<file path="src/rtl/gray_frame_capture.sv">
// RGB565 -> luma capture stage with raster write addressing and frame-boundary mode gating.
// Define GRAY_MINMAX_EN to add per-frame luma min/max outputs (gray_min_out, gray_max_out).
module gray_frame_capture #(
    parameter int unsigned IMG_W     = 240,
    parameter int unsigned IMG_H     = 320,
    parameter int unsigned GRAY_BITS = 5,
    parameter int unsigned ADDR_W    = $clog2(IMG_W * IMG_H)
) (
    input  logic                 clk_in,
    input  logic                 rst_n_in,
    input  logic                 pixel_valid_in,
    input  logic [15:0]          pixel_in,
    input  logic                 frame_done_in,
    input  logic [1:0]           mode_in,
    input  logic                 capture_req_in,
    output logic                 wr_en_out,
    output logic [ADDR_W-1:0]    wr_addr_out,
    output logic [GRAY_BITS-1:0] wr_data_out,
    output logic                 busy_out,
    output logic                 capture_done_out,
    output logic                 overflow_out
`ifdef GRAY_MINMAX_EN
    ,
    output logic [GRAY_BITS-1:0] gray_min_out,
    output logic [GRAY_BITS-1:0] gray_max_out
`endif
);

    localparam int unsigned NumPix = IMG_W * IMG_H;
    localparam logic [ADDR_W-1:0] LastAddr = ADDR_W'(NumPix - 1);

    typedef enum logic [1:0] {StSync, StLive, StHold, StCapture} state_e;

    state_e              state_q, state_d;
    logic                pending_q, pending_d;
    logic                capture_done_d;
    logic [ADDR_W-1:0]   addr_q, addr_d;
    logic                full_q, full_d;
    logic                overflow_d;
    logic                writing;
    logic                write_now;

    logic [7:0]          r8, g8, b8;
    logic                s1_valid_q;
    logic [ADDR_W-1:0]   s1_addr_q;
    logic [15:0]         prod_r_q, prod_g_q, prod_b_q;
    logic [15:0]         luma_sum;

    assign writing   = (state_q == StLive) || (state_q == StCapture);
    // full_q marks that the last address was already written this frame
    assign write_now = pixel_valid_in && writing && !full_q;
    assign busy_out  = writing;

    assign r8 = {pixel_in[15:11], pixel_in[15:13]};
    assign g8 = {pixel_in[10:5], pixel_in[10:9]};
    assign b8 = {pixel_in[4:0], pixel_in[4:2]};

    always_comb begin
        state_d        = state_q;
        pending_d      = pending_q;
        capture_done_d = 1'b0;
        if (capture_req_in && (mode_in == 2'b10) && (state_q != StCapture)) begin
            pending_d = 1'b1;
        end
        if (frame_done_in) begin
            case (state_q)
                StSync, StHold: begin
                    if (mode_in == 2'b00) begin
                        state_d = StLive;
                    end else if ((mode_in == 2'b10) && pending_q) begin
                        state_d = StCapture;
                    end else begin
                        state_d = StHold;
                    end
                end
                StLive: state_d = (mode_in == 2'b00) ? StLive : StHold;
                StCapture: begin
                    state_d        = StHold;
                    capture_done_d = 1'b1;
                    pending_d      = 1'b0;
                end
                default: state_d = StSync;
            endcase
        end
    end

    always_comb begin
        addr_d     = addr_q;
        full_d     = full_q;
        overflow_d = overflow_out;
        if (pixel_valid_in && writing) begin
            if (full_q) begin
                overflow_d = 1'b1;
            end else if (addr_q == LastAddr) begin
                full_d = 1'b1;
            end else begin
                addr_d = addr_q + 1'b1;
            end
        end
        if (frame_done_in) begin
            addr_d = '0;
            full_d = 1'b0;
        end
    end

    always_ff @(posedge clk_in or negedge rst_n_in) begin
        if (!rst_n_in) begin
            state_q          <= StSync;
            pending_q        <= 1'b0;
            capture_done_out <= 1'b0;
            addr_q           <= '0;
            full_q           <= 1'b0;
            overflow_out     <= 1'b0;
        end else begin
            state_q          <= state_d;
            pending_q        <= pending_d;
            capture_done_out <= capture_done_d;
            addr_q           <= addr_d;
            full_q           <= full_d;
            overflow_out     <= overflow_d;
        end
    end

    // Y[7:8-GRAY_BITS] is the top GRAY_BITS of the 16-bit weighted sum
    assign luma_sum = prod_r_q + prod_g_q + prod_b_q;

    always_ff @(posedge clk_in or negedge rst_n_in) begin
        if (!rst_n_in) begin
            s1_valid_q  <= 1'b0;
            s1_addr_q   <= '0;
            prod_r_q    <= '0;
            prod_g_q    <= '0;
            prod_b_q    <= '0;
            wr_en_out   <= 1'b0;
            wr_addr_out <= '0;
            wr_data_out <= '0;
        end else begin
            s1_valid_q  <= write_now;
            s1_addr_q   <= addr_q;
            prod_r_q    <= 16'd77 * {8'd0, r8};
            prod_g_q    <= 16'd150 * {8'd0, g8};
            prod_b_q    <= 16'd29 * {8'd0, b8};
            wr_en_out   <= s1_valid_q;
            wr_addr_out <= s1_addr_q;
            wr_data_out <= GRAY_BITS'(luma_sum >> (16 - GRAY_BITS));
        end
    end

`ifdef GRAY_MINMAX_EN
    logic [15:0]          cur_sum;
    logic [GRAY_BITS-1:0] cur_luma, min_now, max_now;
    logic [GRAY_BITS-1:0] run_min_q, run_max_q;
    logic                 seen_q;

    // Unpipelined luma so the pixel coinciding with frame_done_in is included
    assign cur_sum  = 16'd77 * {8'd0, r8} + 16'd150 * {8'd0, g8} + 16'd29 * {8'd0, b8};
    assign cur_luma = GRAY_BITS'(cur_sum >> (16 - GRAY_BITS));
    assign min_now  = (write_now && (cur_luma < run_min_q)) ? cur_luma : run_min_q;
    assign max_now  = (write_now && (cur_luma > run_max_q)) ? cur_luma : run_max_q;

    always_ff @(posedge clk_in or negedge rst_n_in) begin
        if (!rst_n_in) begin
            run_min_q    <= '1;
            run_max_q    <= '0;
            seen_q       <= 1'b0;
            gray_min_out <= '1;
            gray_max_out <= '0;
        end else if (frame_done_in) begin
            if (seen_q || write_now) begin
                gray_min_out <= min_now;
                gray_max_out <= max_now;
            end
            run_min_q <= '1;
            run_max_q <= '0;
            seen_q    <= 1'b0;
        end else begin
            run_min_q <= min_now;
            run_max_q <= max_now;
            seen_q    <= seen_q | write_now;
        end
    end
`endif

endmodule
</file>
<file path="config.mk">
export PLATFORM = sky130hd
export DESIGN_NAME = gray_frame_capture
export DESIGN_NICKNAME = d
export VERILOG_FILES = /design/src/rtl/gray_frame_capture.sv
export SDC_FILE = /design/constraint.sdc
export NUM_CORES = 1
export LEC_CHECK = 0
export BUFFER_PORTS_ARGS = -buffer_cell sky130_fd_sc_hd__buf_2
export CAP_MARGIN = 20
export CORE_MARGIN = 2
export CORE_UTILIZATION = 45
export CTS_BUF_LIST = sky130_fd_sc_hd__clkbuf_4
export CTS_CLUSTER_SIZE = 25
export DETAILED_ROUTE_END_ITERATION = 10
export GPL_ROUTABILITY_DRIVEN = 0
export PLACE_DENSITY = 0.76
export SLEW_MARGIN = 20
export SYNTH_ARGS = -nofsm -noshare
export SYNTH_HDL_FRONTEND = slang
export SYNTH_SLANG_ARGS = --single-unit
export TNS_END_PERCENT = 30
</file>
<file path="constraint.sdc">
create_clock -name clk_in -period 2.2 [get_ports clk_in]
set_clock_uncertainty 0.05 [all_clocks]
set_input_delay 0.11 -clock clk_in [delete_from_list [all_inputs] [get_ports clk_in]]
set_output_delay 0.11 -clock clk_in [all_outputs]
set_load 0.005 [all_outputs]
</file>
==> results by group, run 1 <==
Finish
  • Commonest non-fill, non-tap cell in the layout: dfrtp_1
  • Share of layout cells above drive strength 1: 33.7%
  • Area Overhead vs Synth: 30.8%
  • Cell Count, Final, Fillers Out: 929
  • Most frequent cells in the layout: 107 x dfrtp_1, 94 x buf_4, 86 x ha_1, 63 x inv_1, 38 x buf_2
  • Nets: between 900 and 1000
  • Non-Filler Cell Area, Final: about 0.0087 mm^2

STA
  • Relative slew slack: just over 70%
  • Final cycle utilization of the critical path: 122%
  • Fin worst setup slack: -492 ps
  • Worst Max-Slew Pin Slew: 429 ps
  • Final setup viols: 22
  • Fmax: 371 MHz
  • Min Hold Slack: -2.39 ps
  • Final hold vios: 1
  • RSZ-0062 raised after global routing: true
  • Final min period: about 2700 ps
  • Setup TNS: -5620 ps
  • Pins Over Slew Limit: 0

Floorplanning
  • I/O Pins: 49
  • Cell row count: 44
  • Die area: 0.0157 mm^2
  • Die height: approximately 130 um
  • Core area: about 0.014 mm^2
  • Initial core utilization: 45.9%
  • Die W: between 100 and 150 um

Drt
  • DRC viols: 0
  • Routed wire length: 14100 um
  • Antenna-violating nets left: 0
  • First-pass DRT Iterations: 5
  • Violation count after the first detailed-route iteration: ~250
  • Routed vias/inst: just over 5
  • Routed WL per cell: approximately 15 um
  • Via count: 4793

Yosys
  • Number of synthesized flops with an enable pin: 0
  • Synth Area in XOR/XNOR: 5.67%
  • Synth top area share: 40.3%
  • Multiplexer share of the synthesized area: less than 1%
  • Ranking of synthesized cells by area: dfrtp_1 40%, ha_1 21%, fa_1 11%, inv_1 4.5%, xnor2_1 3.3%
  • Post-synthesis simple-gate area fraction: under 10%
  • Top_reg_cell synth: dfrtp_1
  • Synthesized cell area: 0.00664 mm^2
  • Synth Instances: 575
  • Sequential cell area fraction in the yosys report: between 40% and 50%
  • Compound-Gate Fraction of Synth Area: between 8 and 9%
  • Synth cell types: 50
  • Post-synth top area cell: dfrtp_1
  • Syn_area_per_cell: 11.5 um^2
  • Largest family of logic cells by synthesized area: adder cells
  • Synthesized Nets: approximately 750
  • Post-synthesis register bit count: between 100 and 150
  • Adder-cell share of the synthesized area: 32.3%
  • Synth async-reset ratio: between 90% and 100%
  • YS warnings: 0

Placed design
  • DP Cell Count: about 890
  • Dpl cell area: 0.00787 mm^2
  • Port bufs: 48
  • Final HPWL from detailed placement: about 10000 um

Hold path
  • Hold Path End: prod_g_q[2]$_DFF_PN0_
  • Hold Path Cell Cnt: 3
  • Min-Delay Path Class: input pin to flip-flop
  • Worst hold start: pixel_in[9]

CTS
  • Worst-Skew Late Latency: about 470 ps
  • Sink Count: roughly 110
  • CTS clock-pin slew for the worst setup and hold paths: 170 ps
  • CTS Root Cell: clkbuf_4
  • Inserted Clock Buffers: 9
  • Clock Path Buffers: 2
  • Clock tree from TritonCTS: done
  • H-tree depth: 3

Status
  • Outcome: finished, violations left
  • Failing checks: hold timing, setup timing

Setup path
  • Critical Path RT: 2570 ps
  • WS Path Type: input pin to flip-flop
  • Worst Setup End Kind: flip-flop
  • WP data arrival: 3070 ps
  • Cells on worst reg2reg path: 9
  • Setup crit start kind: input pin
  • R2R Setup Slk: -360 ps
  • Crit path max fanout: 3
  • Worst reg2reg startpoint: prod_b_q[4]$_DFF_PN0_
  • RR Endpoint: wr_data_out[4]$_DFF_PN0_

Global routing
  • Vias in the first global route: ~5200
  • Total grt overflow: 0
  • Initial antenna violation count: 0
  • First-pass GRT wire length: between 20000 and 25000 um
  • Largest net degree at the start of global routing: 59
  • GRT Overall Usage: 18.1%

Power
  • Power Dens Cells: about 1100 mW/mm^2
  • Max VDD drop: 0.000871 V
  • Leakage power: around 4.4 nW

Flow run
  • Max Cap Viol: 0
## critical path, stage by stage
cell and delay, ps:
buf_8 100, ha_4 230, ha_4 260, inv_2 30, fa_1 540, inv_1 60, fa_1 510, ha_4 210
o21ai_2 130, a21oi_2 60, o41a_1 330, or4_1 400, nand3_1 90
## kinds of logic after synthesis
| family | count (synthesis) |
|---|---|
| adder cells (fa/ha/maj) | 149 |
| flip-flops | 107 |
| AND/OR/NAND/NOR | 104 |
| AO/OA/AOI/OAI | 88 |
| buffers and inverters | 83 |
| XOR/XNOR | 43 |
| multiplexers | 1 |
## sequential cells by signal, summed over array words and instances (netlist names)
register,cells
addr_q,17
capture_done_out,1
full_q,1
overflow_out,1
pending_q,1
prod_b_q,13
prod_g_q,15
prod_r_q,15
s1_addr_q,17
s1_valid_q,1
state_q,2
wr_addr_out,17
wr_data_out,5
wr_en_out,1
## layout make-up
| type | count | area (um^2) |
|---|---|---|
| tap | 184 | 230 |
| timing repair buffer | 157 | 1180 |
| antenna | 1 | 2.50 |
| fill | 1090 | 5800 |
| multi-input combinational | 385 | 4160 |
| sequential | 107 | 2680 |
| clock inverter | 7 | 67.6 |
| clock buffer | 9 | 67.6 |
| inverter | 79 | 302 |
## report_power, final
group	internal, mW	switching [mW]
clock network	0.263	0.695
logic	2.99	2.81
registers	2.36	0.222
## Yosys cell counts, drive strengths merged (4+ instances only)
library cell,number
nand2,17
a21o,6
inv,79
nand3,8
a31oi,4
o21ai,20
xnor2,25
o21bai,4
dfrtp,107
nand2b,5
nor2,32
nand4,9
xor2,18
nor3,8
and3,4
fa,37
nor2b,8
a21oi,31
o21a,5
ha,112
## per-stage QoR
| stage | hold slack, ps | worst slack, ps | utilization (%) | power [mW] |
|---|---|---|---|---|
| 2_1_floorplan | -236 | -830 | - | 5.42 |
| 3_3_place_gp | -15.2 | -1010 | 54.4 | 6.88 |
| 3_5_place_dp | -9.84 | -1030 | 54.4 | 7.22 |
| 4_1_cts | 7.57 | -440 | 58.5 | 8.85 |
| 5_1_grt | 7.01 | -536 | 59.9 | 10.1 |
| 6_report | -2.39 | -492 | 60.0 | 9.35 |
## what timing repair did
item	in CTS	in global routing
pin swaps	30	21
setup endpoints to repair	24	25
buffers inserted	3	3
hold endpoints to repair	134	0
gates resized for setup	69	39
hold buffers	14	0
## worst max-delay path by stage
stage / start / end / slack [ps] / cells past startpoint
global route: pixel_in[12] / prod_r_q[13]$_DFF_PN0_ / -540 / 13
global placement: pixel_in[12] / prod_r_q[13]$_DFF_PN0_ / -1010 / 13
floorplan: pixel_in[12] / prod_r_q[13]$_DFF_PN0_ / -830 / 12
CTS: pixel_in[12] / prod_r_q[13]$_DFF_PN0_ / -440 / 13
detailed placement: pixel_in[13] / prod_r_q[13]$_DFF_PN0_ / -1030 / 12
finish: pixel_in[12] / prod_r_q[13]$_DFF_PN0_ / -490 / 13
## layer usage
| metal | routed length, um | up-vias | share of wire [%] | GRT usage (%) |
|---|---|---|---|---|
| met4 | 296 | 0 | 2.1 | 5.62 |
| met1 | 5390 | 2385 | 38 | 19.3 |
| met3 | 446 | 33 | 3.2 | 3.21 |
| met2 | 8000 | 101 | 57 | 35.6 |
| li1 | - | 2274 | - | - |
| met5 | 0 | - | 0 | 0 |
(Power assumes the default switching activity.)
==> run 2: changes to the inputs <==
--- a/config.mk
+++ b/config.mk
@@ -5,15 +5,15 @@
 export SDC_FILE = /design/constraint.sdc
 export NUM_CORES = 1
 export LEC_CHECK = 0
-export BUFFER_PORTS_ARGS = -buffer_cell sky130_fd_sc_hd__buf_2
 export CAP_MARGIN = 20
 export CORE_MARGIN = 2
 export CORE_UTILIZATION = 45
 export CTS_BUF_LIST = sky130_fd_sc_hd__clkbuf_4
 export CTS_CLUSTER_SIZE = 25
 export DETAILED_ROUTE_END_ITERATION = 10
+export DONT_BUFFER_PORTS = 1
 export GPL_ROUTABILITY_DRIVEN = 0
-export PLACE_DENSITY = 0.76
+export PLACE_DENSITY = 0.73
 export SLEW_MARGIN = 20
 export SYNTH_ARGS = -nofsm -noshare
 export SYNTH_HDL_FRONTEND = slang
==> run 2 against run 1 <==
The run still ends with hold timing, setup timing left. Hold slack worse by 720 ps. Combinational power up 3%. Routed wire length is 12% lower. Critical path type unchanged. Largest cell class unchanged.
==> results by group, run 2 (synthesis results as in run 1) <==
Global routing
  • Vias in the first global route: 4748
  • Initial antenna violation count: 1
  • Total grt overflow: 0
  • First-pass GRT wire length: roughly 21000 um
  • Largest net degree at the start of global routing: ~110
  • GRT Overall Usage: between 10% and 20%

Placed design
  • Port bufs: 0
  • Place WS: -922 ps
  • Final HPWL from detailed placement: between 9000 and 10000 um

STA
  • Min Hold Slack: -720 ps
  • Pins Over Slew Limit: 0
  • RSZ-0062 raised after global routing: true
  • Fin worst setup slack: -453 ps
  • Relative slew slack: between 40% and 50%
  • Final setup viols: 19
  • Final cycle utilization of the critical path: 121%
  • Fmax: 377 MHz
  • Final hold vios: 107
  • Setup TNS: -4080 ps
  • Final min period: roughly 2700 ps
  • Worst Max-Slew Pin Slew: between 700 and 800 ps

Floorplanning
  • Cell row count: 44
  • Core area: between 0.01 and 0.015 mm^2
  • Die area: ~0.016 mm^2
  • I/O Pins: 49
  • Die height: around 130 um
  • Initial core utilization: between 40% and 50%
  • Die W: around 130 um

CTS
  • Inserted Clock Buffers: 9
  • Worst-Skew Late Latency: around 440 ps
  • Sink Count: 107
  • Clock tree from TritonCTS: done
  • CTS clock-pin slew for the worst setup and hold paths: 160 ps
  • Clock Path Buffers: 2
  • CTS Root Cell: clkbuf_4
  • H-tree depth: 3

Flow run
  • Max Cap Viol: 0

Power
  • Max VDD drop: around 0.00085 V
  • Power Dens Cells: around 1200 mW/mm^2
  • Leakage power: around 4 nW

Drt
  • Routed WL per cell: around 15 um
  • Violation count after the first detailed-route iteration: approximately 280
  • Routed wire length: around 13000 um
  • Met3 Wirelength: approximately 370 um
  • M1 WL: 5110 um
  • DRC viols: 0
  • Routed vias/inst: 5.12
  • Top Metal Used: met4
  • First-pass DRT Iterations: 4
  • Met2 wire length: about 7000 um
  • Via count: between 4000 and 5000
  • Antenna-violating nets left: 0

Hold path
  • Min-Delay Path Class: input pin to asynchronous set/reset pin

Finish
  • Fin util: 56.1%
  • Most frequent cells in the layout: 107 x dfrtp_1, 96 x ha_1, 65 x inv_1, 64 x buf_4, 36 x fa_1
  • Largest registers: addr_q: 17 flops, s1_addr_q: 17 flops, wr_addr_out: 17 flops
  • Share of layout cells above drive strength 1: about a quarter
  • Nets: around 840
  • Commonest non-fill, non-tap cell in the layout: dfrtp_1
  • Area Overhead vs Synth: 22.4%

Status
  • Outcome: finished, violations left
  • Failing checks: hold timing, setup timing

Setup path
  • WP data arrival: approximately 3000 ps
  • Crit path max fanout: 4
  • Worst Setup End Kind: flip-flop
  • Critical Path RT: between 2000 and 3000 ps
  • Setup crit start kind: input pin
  • WS Path Type: input pin to flip-flop
[run 2: cell count changes in the layout (fill, tap and decap cells not counted), sizes merged, moves of 2 or more]
cell / previous run / this run
inv: 83 / 81
dlymetal6s4s: 0 / 3
dlygate4sd3: 14 / 17
buf: 142 / 69
[run 2: worst paths after layout]
| path | startpoint | to | slack, ps | cells past startpoint |
|---|---|---|---|---|
| hold / removal | rst_n_in | wr_addr_out[13]$_DFF_PN0_ | -720 | 0 |
| setup reg to reg | prod_r_q[6]$_DFF_PN0_ | wr_data_out[3]$_DFF_PN0_ | -280 | 10 |
| max in group asynchronous | rst_n_in | prod_b_q[12]$_DFF_PN0_ | 2630 | 0 |
| hold reg to reg | s1_addr_q[15]$_DFF_PN0_ | wr_addr_out[15]$_DFF_PN0_ | 320 | 0 |
| min in group clk_in | pixel_in[10] | prod_g_q[2]$_DFF_PN0_ | 60 | 2 |
| setup / recovery | pixel_in[12] | prod_r_q[13]$_DFF_PN0_ | -450 | 12 |
[run 2: report_power, final]
part	total, mW	internal (mW)	leakage (nW)	switching, mW
clock network	0.991	0.354	0.0730	0.637
registers	2.58	2.36	1.38	0.218
logic	5.99	3.16	2.61	2.83
total	9.56	5.88	4.06	3.68
[run 2: cell type report]
class,instances,area [um^2]
antenna,1,2.50
clock buffer,9,67.6
clock inverter,6,72.6
fill,1151,6350
inverter,79,297
multi-input combinational,385,4030
sequential,107,2680
tap,184,230
timing repair buffer,89,744
[run 2: what timing repair did]
item	in CTS	in global routing
setup endpoints to repair	20	24
gates resized for setup	26	50
setup buffers	2	2
pin swaps	12	29
hold endpoints to repair	147	110
hold buffers	18	2
[run 2: metrics by stage]
step,std cells,power (mW),instance area (um^2),hold slack [ps]
floorplan,575,5.42,6740,-236
global placement,820,6.89,7430,-234
detailed placement,820,7.12,7430,-234
CTS,855,8.95,7880,-741
global route,860,10.3,8130,-779
finish,860,9.56,8130,-720
[run 2: layer usage]
metal  track usage [%]  up-vias
li1                  -     2142
met1              18.6     2179
met2              30.8       69
met3              3.38       15
met4              4.71        0
met5                 0        -
[run 2: critical path: stages]
cell	delay, ps
ha_4	230
ha_4	260
inv_2	30
fa_1	540
inv_2	40
fa_1	550
ha_4	220
o21ai_2	120
a21oi_2	50
o41a_1	330
or4_1	410
nand3_1	100
==> run 3: changes to the inputs <==
--- a/config.mk
+++ b/config.mk
@@ -13,6 +13,7 @@
 export DETAILED_ROUTE_END_ITERATION = 10
 export DONT_BUFFER_PORTS = 1
 export GPL_ROUTABILITY_DRIVEN = 0
+export HOLD_SLACK_MARGIN = 0.05
 export PLACE_DENSITY = 0.73
 export SLEW_MARGIN = 20
 export SYNTH_ARGS = -nofsm -noshare
==> run 3 against run 2 <==
The run still ends with hold timing, setup timing left. Sequential power barely moved. Final cell count rose by 0.47%. Core utilization rose by 0.28 points.
==> results by group, run 3 (synthesis results as in run 1) <==
Power
  • Power Dens Cells: around 1200 mW/mm^2
  • Leakage power: 4.08 nW
  • Max VDD drop: 0.000853 V
  • Power, Total: between 9 and 10 mW

Floorplanning
  • Die area: 0.0157 mm^2
  • Die W: 125 um
  • I/O Pins: 49
  • Initial core utilization: 45.9%
  • Cell row count: 44
  • Die height: 125 um
  • Core area: approximately 0.014 mm^2

Setup path
  • Cells on worst reg2reg path: 10
  • Critical Path RT: between 2000 and 3000 ps
  • RR Endpoint: wr_data_out[3]$_DFF_PN0_
  • R2R Setup Slk: -280 ps
  • Crit path max fanout: 4
  • Worst reg2reg startpoint: prod_r_q[6]$_DFF_PN0_
  • Worst Setup End Kind: flip-flop
  • WP data arrival: about 3000 ps
  • Setup crit start kind: input pin
  • WS Path Type: input pin to flip-flop

Global routing
  • First-pass GRT wire length: approximately 21000 um
  • Vias in the first global route: 4767
  • Largest net degree at the start of global routing: about 110
  • GRT Overall Usage: between 10% and 20%
  • Total grt overflow: 0
  • Initial antenna violation count: 1

Hold path
  • Min-Delay Path Class: input pin to asynchronous set/reset pin

Drt
  • DRC viols: 0
  • Via count: roughly 4400
  • Antenna-violating nets left: 0
  • Routed wire length: between 10000 and 15000 um
  • Routed vias/inst: a little over 5
  • Routed WL per cell: approximately 14 um
  • First-pass DRT Iterations: 4
  • Violation count after the first detailed-route iteration: approximately 320

Finish
  • Non-Filler Cell Area, Final: roughly 0.0082 mm^2
  • Register area: between 0.002 and 0.003 mm^2
  • Nets: around 850
  • Most frequent cells in the layout: 107 x dfrtp_1, 96 x ha_1, 65 x inv_1, 64 x buf_4, 36 x fa_1
  • Commonest non-fill, non-tap cell in the layout: dfrtp_1
  • Area Overhead vs Synth: 23.0%
  • Share of layout cells above drive strength 1: a little under a quarter
  • Multi-input combinational cell area: about 0.004 mm^2
  • Largest registers: addr_q: 17 flops, s1_addr_q: 17 flops, wr_addr_out: 17 flops
  • Fin util: between 50% and 60%
  • Final-layout fill cell count: between 1000 and 1500

Placed design
  • Port bufs: 0
  • Final HPWL from detailed placement: 9490 um
  • Dpl cell area: approximately 0.0074 mm^2

Status
  • Outcome: finished, violations left
  • Failing checks: hold timing, setup timing

CTS
  • Worst-Skew Late Latency: between 400 and 500 ps
  • H-tree depth: 3
  • Clock tree from TritonCTS: done
  • CTS Root Cell: clkbuf_4
  • Inserted Clock Buffers: 9
  • CTS clock-pin slew for the worst setup and hold paths: ~160 ps
  • Sink Count: about 110
  • Clock Path Buffers: 2

STA
  • Relative slew slack: slightly below 50%
  • Final cycle utilization of the critical path: 121%
  • Fin worst setup slack: -452 ps
  • Min Hold Slack: -720 ps
  • Fmax: 377 MHz
  • Setup TNS: -4080 ps
  • Worst Max-Slew Pin Slew: between 700 and 800 ps
  • Final hold vios: about 110
  • Pins Over Slew Limit: 0
  • Final setup viols: 19
  • RSZ-0062 raised after global routing: true
  • Final min period: approximately 2700 ps

Flow run
  • Max Cap Viol: 0
run 3: metrics by stage:
| stage | hold WS (ps) | std cells | worst slack [ps] |
|---|---|---|---|
| 3_5_place_dp | -234 | 820 | -922 |
| 2_1_floorplan | -236 | 575 | -830 |
| 5_1_grt | -779 | 864 | -501 |
| 6_report | -720 | 864 | -452 |
| 4_1_cts | -741 | 858 | -421 |
| 3_3_place_gp | -234 | 820 | -857 |
run 3: routing by layer:
layer	track usage [%]	up-vias	part of all wire [%]
met3	3.38	15	3.1
met1	18.8	2198	41
met5	0	-	0
li1	-	2151	-
met2	31.0	71	55
met4	4.71	0	1.5
run 3: what timing repair did:
item / 4_1_cts / 5_1_grt
endpoints found under the hold margin: 150 / 111
buffers inserted: 2 / 2
setup endpoints to repair: 20 / 24
gates resized for setup: 26 / 50
pin swaps: 12 / 29
hold buffers: 21 / 3
run 3: cell type report:
class	instances	area share (%)
clock inverter	6	0.889
timing repair buffer	93	9.61
clock buffer	9	0.827
inverter	79	3.63
tap	184	2.82
multi-input combinational	385	49.4
sequential	107	32.8
antenna	1	0.0306
run 3: how the worst max path moves through the flow:
stage	startpoint	to	slack (ps)
detailed placement	pixel_in[12]	prod_r_q[13]$_DFF_PN0_	-920
finish	pixel_in[12]	prod_r_q[13]$_DFF_PN0_	-450
global placement	pixel_in[12]	prod_r_q[13]$_DFF_PN0_	-860
CTS	pixel_in[12]	prod_r_q[13]$_DFF_PN0_	-420
floorplan	pixel_in[12]	prod_r_q[13]$_DFF_PN0_	-830
global route	pixel_in[12]	prod_r_q[13]$_DFF_PN0_	-500
run 3: power breakdown:
part | total [mW] | switching, mW | internal [mW] | leakage, nW
Combinational | 6.01 | 2.83 | 3.17 | 2.63
Sequential | 2.58 | 0.218 | 2.36 | 1.38
Clock | 0.988 | 0.635 | 0.354 | 0.0730
Total | 9.58 | 3.69 | 5.89 | 4.08
run 3: critical path: stages:
cell and delay (ps):
ha_4 230, ha_4 260, inv_2 30, fa_1 540, inv_2 40, fa_1 550
ha_4 220, o21ai_2 120, a21oi_2 50, o41a_1 330, or4_1 410, nand3_1 100
